===== src/rtl/oscillator_pkg.sv =====
// Shared types and default constants for the collision-tone oscillator.
package oscillator_pkg;

  typedef enum logic [1:0] {
    IDLE = 2'd0,
    GOOD = 2'd1,
    BAD  = 2'd2
  } osc_state_t;

  localparam int DEFAULT_CNT_W       = 8;
  localparam int DEFAULT_GOOD_PERIOD = 16;
  localparam int DEFAULT_BAD_PERIOD  = 40;
  localparam int DEFAULT_TONE_CYCLES = 400;

  // Bits needed to hold a countdown starting at the tone duration.
  function automatic int timer_width(input int cycles);
    return $clog2(cycles + 1);
  endfunction

endpackage


===== src/rtl/tone_counter.sv =====
// Period counter: wraps after period-1 and flags the terminal count.
module tone_counter #(
  parameter int CNT_W = 8
) (
  input  logic           clk,
  input  logic           rst_n,
  input  logic           enable,
  input  logic           clear,
  input  logic [CNT_W:0] period,
  output logic           at_max
);

  logic [CNT_W-1:0] count;
  logic [CNT_W:0]   last_full;
  logic [CNT_W-1:0] last;
  logic             hit;

  // period may equal 2^CNT_W, so the subtraction is done one bit wider.
  assign last_full = period - (CNT_W + 1)'(1);
  assign last      = last_full[CNT_W-1:0];
  assign hit       = (count == last);
  assign at_max    = enable && hit;

  always_ff @(posedge clk or negedge rst_n) begin
    if (!rst_n) begin
      count <= '0;
    end else if (clear) begin
      count <= '0;
    end else if (enable) begin
      count <= hit ? '0 : count + CNT_W'(1);
    end
  end

endmodule


===== src/rtl/oscillator.sv =====
// Collision-tone oscillator: a request starts or retriggers a timed tone
// whose pitch is set by the at_max pulse spacing.
module oscillator
  import oscillator_pkg::*;
#(
  parameter int CNT_W       = DEFAULT_CNT_W,
  parameter int GOOD_PERIOD = DEFAULT_GOOD_PERIOD,
  parameter int BAD_PERIOD  = DEFAULT_BAD_PERIOD,
  parameter int TONE_CYCLES = DEFAULT_TONE_CYCLES
) (
  input  logic clk,
  input  logic nRst,
  input  logic goodColl,
  input  logic badColl,
  output logic at_max
);

  localparam int TIMER_W = timer_width(TONE_CYCLES);
  localparam logic [TIMER_W-1:0] TONE_LOAD = TIMER_W'(TONE_CYCLES);
  localparam logic [CNT_W:0]     GOOD_LEN  = (CNT_W + 1)'(GOOD_PERIOD);
  localparam logic [CNT_W:0]     BAD_LEN   = (CNT_W + 1)'(BAD_PERIOD);

  osc_state_t       state;
  osc_state_t       next_state;
  logic [TIMER_W-1:0] timer;
  logic [TIMER_W-1:0] timer_next;
  logic             request;
  logic             enable;
  logic             clear;
  logic [CNT_W:0]   period;

  assign request = goodColl | badColl;

  always_ff @(posedge clk or negedge nRst) begin
    if (!nRst) begin
      state <= IDLE;
      timer <= '0;
    end else begin
      state <= next_state;
      timer <= timer_next;
    end
  end

  // Bad requests win ties; the tone ends on the edge the timer reaches zero.
  always_comb begin
    next_state = state;
    timer_next = timer;
    if (badColl) begin
      next_state = BAD;
      timer_next = TONE_LOAD;
    end else if (goodColl) begin
      next_state = GOOD;
      timer_next = TONE_LOAD;
    end else if (state != IDLE) begin
      if (timer <= TIMER_W'(1)) begin
        next_state = IDLE;
        timer_next = '0;
      end else begin
        timer_next = timer - TIMER_W'(1);
      end
    end
  end

  // The counter restarts only when the tone changes or the tone ends.
  always_comb begin
    enable = (state != IDLE);
    period = (state == BAD) ? BAD_LEN : GOOD_LEN;
    clear  = (next_state == IDLE) || (request && (next_state != state));
  end

  tone_counter #(
    .CNT_W(CNT_W)
  ) u_tone_counter (
    .clk   (clk),
    .rst_n (nRst),
    .enable(enable),
    .clear (clear),
    .period(period),
    .at_max(at_max)
  );

endmodule


===== config.mk =====
export PLATFORM = sky130hd
export DESIGN_NAME = oscillator
export DESIGN_NICKNAME = d
export VERILOG_FILES = /design/src/rtl/oscillator_pkg.sv /design/src/rtl/tone_counter.sv /design/src/rtl/oscillator.sv
export SDC_FILE = /design/constraint.sdc
export NUM_CORES = 1
export LEC_CHECK = 0
export BUFFER_PORTS_ARGS = -buffer_cell sky130_fd_sc_hd__buf_2
export CORE_ASPECT_RATIO = 1.5
export CORE_MARGIN = 10
export CORE_UTILIZATION = 53
export DETAILED_ROUTE_END_ITERATION = 10
export PLACE_DENSITY = 0.67
export SLEW_MARGIN = 20
export SYNTH_ARGS = -nofsm -noshare
export SYNTH_HDL_FRONTEND = slang
export SYNTH_SLANG_ARGS = --single-unit

===== constraint.sdc =====
create_clock -name clk -period 1.7 [get_ports clk]
set_input_delay 0.085 -clock clk [delete_from_list [all_inputs] [get_ports clk]]
set_output_delay 0.085 -clock clk [all_outputs]
set_load 0.02 [all_outputs]

==> results.md <==
- Core Util, Final: 0.654
- Site Rows: 20
- Vias/cell: slightly above 6
- Worst reg2reg endpoint: timer[3]
- Final Skew: 0.00508 ns
- Unrepaired setup endpoints after global routing: true
- Wirelength per Cell: 17.2 µm
- Filler cell count: 151
- Starting density of the core: 0.548
- Maxcap violations: 0
- H-tree levels: 1
- CTS buffer count: 3
- Register Area: roughly 480 µm²
- Die X: 57.4 µm
- Largest net degree at the start of global routing: 20
- Initial antenna violation count: 0
- Clock power frac: 0.257
- First-pass DRT Iterations: 4
- Crit Path Class: flip-flop to flip-flop
- Pint: between 0.6 and 0.7 mW
- Commonest non-fill, non-tap cell in the layout: dfrtp_1
- CTS max path bufs: 2
- P&R area growth vs syn: 19.4%
- Die extent in y: 76.1 µm
- Vias in the first global route: 958
- Die area: 0.00437 mm²
- Register share of total power: 0.552
- Sw power: 0.270 mW
- Synth Warn #: 0
- IO Port Bufs: 4
- CP Launch Type: flip-flop
- Data arrival, critical path: 1.88 ns
- Sw frac: 0.298
- Worst rel slew slack: 0.648
- First-pass GRT wire length: 4220 µm
- Outcome: finished, final reports clean
- Dpl hpwl: roughly 1900 µm
- Core area: 0.00203 mm²
- Worst slew pin tran: ~0.52 ns
- Crit path from: timer[0]
- Peak VDD IR: 0.000593 V
- Setup TNS: 0 ns
- Comb pwr share: 0.191
- Io pins: 5
- Clock sink count: 19
- Final Slew Violations: 0
- Hold_sp: badColl
- Mapped Nets: about 120
- Main combinational cell family by area after synthesis: simple AND/OR/NAND/NOR gates
- Hold WS: 0.0239 ns
- ANT nets after route: 0
- Ratio of cells with drive above 1 in the final layout: 0.292
- Grt ovf: 0
- Leak: 0.525 nW
- Multi-input gate area: 679 µm²
- Post-synth cell types: 41
- Clk pin slew, worst setup/hold paths: 0.11 ns
- Starting DRT DRC Count: 29
- Fraction of registers with async set/reset: 1.00
- Crit Path Max Fanout: 6
- Mux cell area share after synthesis: 0.00901
- Cells after Synth: around 120
- Critical path endpoint: timer[3]
- Setup WS post-layout: 0.0474 ns
- Worst path required time: 1.93 ns
- Seq/Total Area, Yosys: 0.428
- Setup Fix Bufs, Post-CTS: 0
- Cell Pwr Density: just under 700 mW/mm²
- Most frequent cells in the layout: dfrtp_1 (17), a21oi_1 (11), buf_4 (10)
- Post-Synth Simple-Gate Area: 0.238
- Synthesized area: 0.00111 mm²
- Mean post-synth cell area: 9.58 µm²
- Register-to-register path setup slack: 0.05 ns
- Compound-Gate Fraction of Synth Area: 0.209
- Minimum clock period: 1.65 ns
- Dpl ws: -0.0255 ns
- Final Cycle Share: 0.972
- Clock latency on the worst-skew pair: ~0.30 ns
- #FFs+latches synth: 19
- Fin nets: 138
- Final WL: about 2600 µm
- CTS tree: yes
- Hold Fails Final Rpt: 0
- Dominant synthesized flop cell: dfrtp_1
- Final Wtd Congestion: 0.832
- R2r worst-path depth: 4
- Vias post-DR: 943
- Hold Crit Class: primary input to flip-flop
- R2r startpoint: timer[0]
- # setup viols final: 0
- GRT Overall Usage: 0.115
- Antenna Cells: 0
- Crit. End Element: flip-flop
- Achievable Freq: 0.605 GHz
- Final Power: around 0.9 mW
- Remaining DRCs: 0
- Root Driver: clkbuf_4
- Post-Synth XOR/XNOR Area: 0.0473
- Adder-Cell Fraction of Synth Area: 0.0338
- Number of synthesized flops with an enable pin: 0
timing repair:
action	in CTS	in global routing
pin swaps	0	4
hold endpoints to repair	19	0
endpoints found under the setup margin	1	12
resized for setup	3	15
hold buffers	1	0
power groups by stage:
| stage | registers [mW] | logic (mW) | clock network [mW] |
|---|---|---|---|
| after global routing | 0.504 | 0.191 | 0.248 |
| after floorplan | 0.497 | 0.106 | 0 |
| after detailed placement | 0.504 | 0.150 | 0 |
| after CTS | 0.495 | 0.155 | 0.236 |
| after global placement | 0.502 | 0.146 | 0 |
| final | 0.500 | 0.173 | 0.233 |
cells in the mapped netlist, types with 2 or more instances:
cell type  count  area share
nor3_1         2      0.0090
o2111ai_1      2       0.016
nand2_1        9       0.030
clkbuf_1       2      0.0068
a211oi_1       3       0.020
o21ai_2        2       0.016
nor4_2         2       0.023
a22oi_1        2       0.014
o21ai_0        5       0.023
nor2_1         9       0.030
or4b_1         2       0.018
ha_1           3       0.034
a21oi_1       12       0.054
inv_1          4       0.014
nor2b_1        2       0.011
nand3_1        5       0.023
dfrtp_1       19        0.43
xor2_1         6       0.047
o31ai_1        3       0.020
final cells by class:
cell class,count,share of cell area
Multi-Input combinational cell,89,0.512
Inverter,4,0.0113
Timing Repair Buffer,14,0.0755
Sequential cell,19,0.360
Tap cell,22,0.0208
Clock buffer,4,0.0198
registers in the layout, indices dropped and copies added (netlist names):
register              cells
state                     2
timer                     9
u_tone_counter.count      8
critical path, cell delays in order (launching register included):
cell and delay, ns:
dfrtp_1 0.40, buf_4 0.16, or3_4 0.40, or4b_4 0.49
a21oi_2 0.14
cell families (layout without fill, tap and decap cells):
group                      Yosys count  after routing
AOI/OAI and AO/OA                   35             35
xor gates and xnor gates             6              6
adders and majority gates            3              3
buffers and inverters                8             22
DFF                                 19             19
muxes                                1              1
and+or+nand+nor                     44             44
through the flow:
stage | instances | instance area (µm²)
3_5_place_dp | 147 | 1200
5_1_grt | 152 | 1330
6_report | 152 | 1330
3_3_place_gp | 147 | 1200
2_1_floorplan | 116 | 1110
4_1_cts | 152 | 1250
metal layers:
layer	part of all wire	global-route usage	routed length, µm	up-vias
met4	0.035	0.0708	91	0
met5	0	0	0	-
met2	0.55	0.205	1440	20
li1	-	-	-	456
met3	0.028	0.0167	73	9
met1	0.39	0.118	1010	458
worst min-delay path by stage:
stage / to / cells after the start
after floorplan: state[0] / 0
after global routing: state[0] / 2
final: state[0] / 2
after CTS: state[0] / 2
after global placement: timer[8] / 1
after detailed placement: timer[8] / 1
Note: power is estimated with default switching activity, not from simulation.
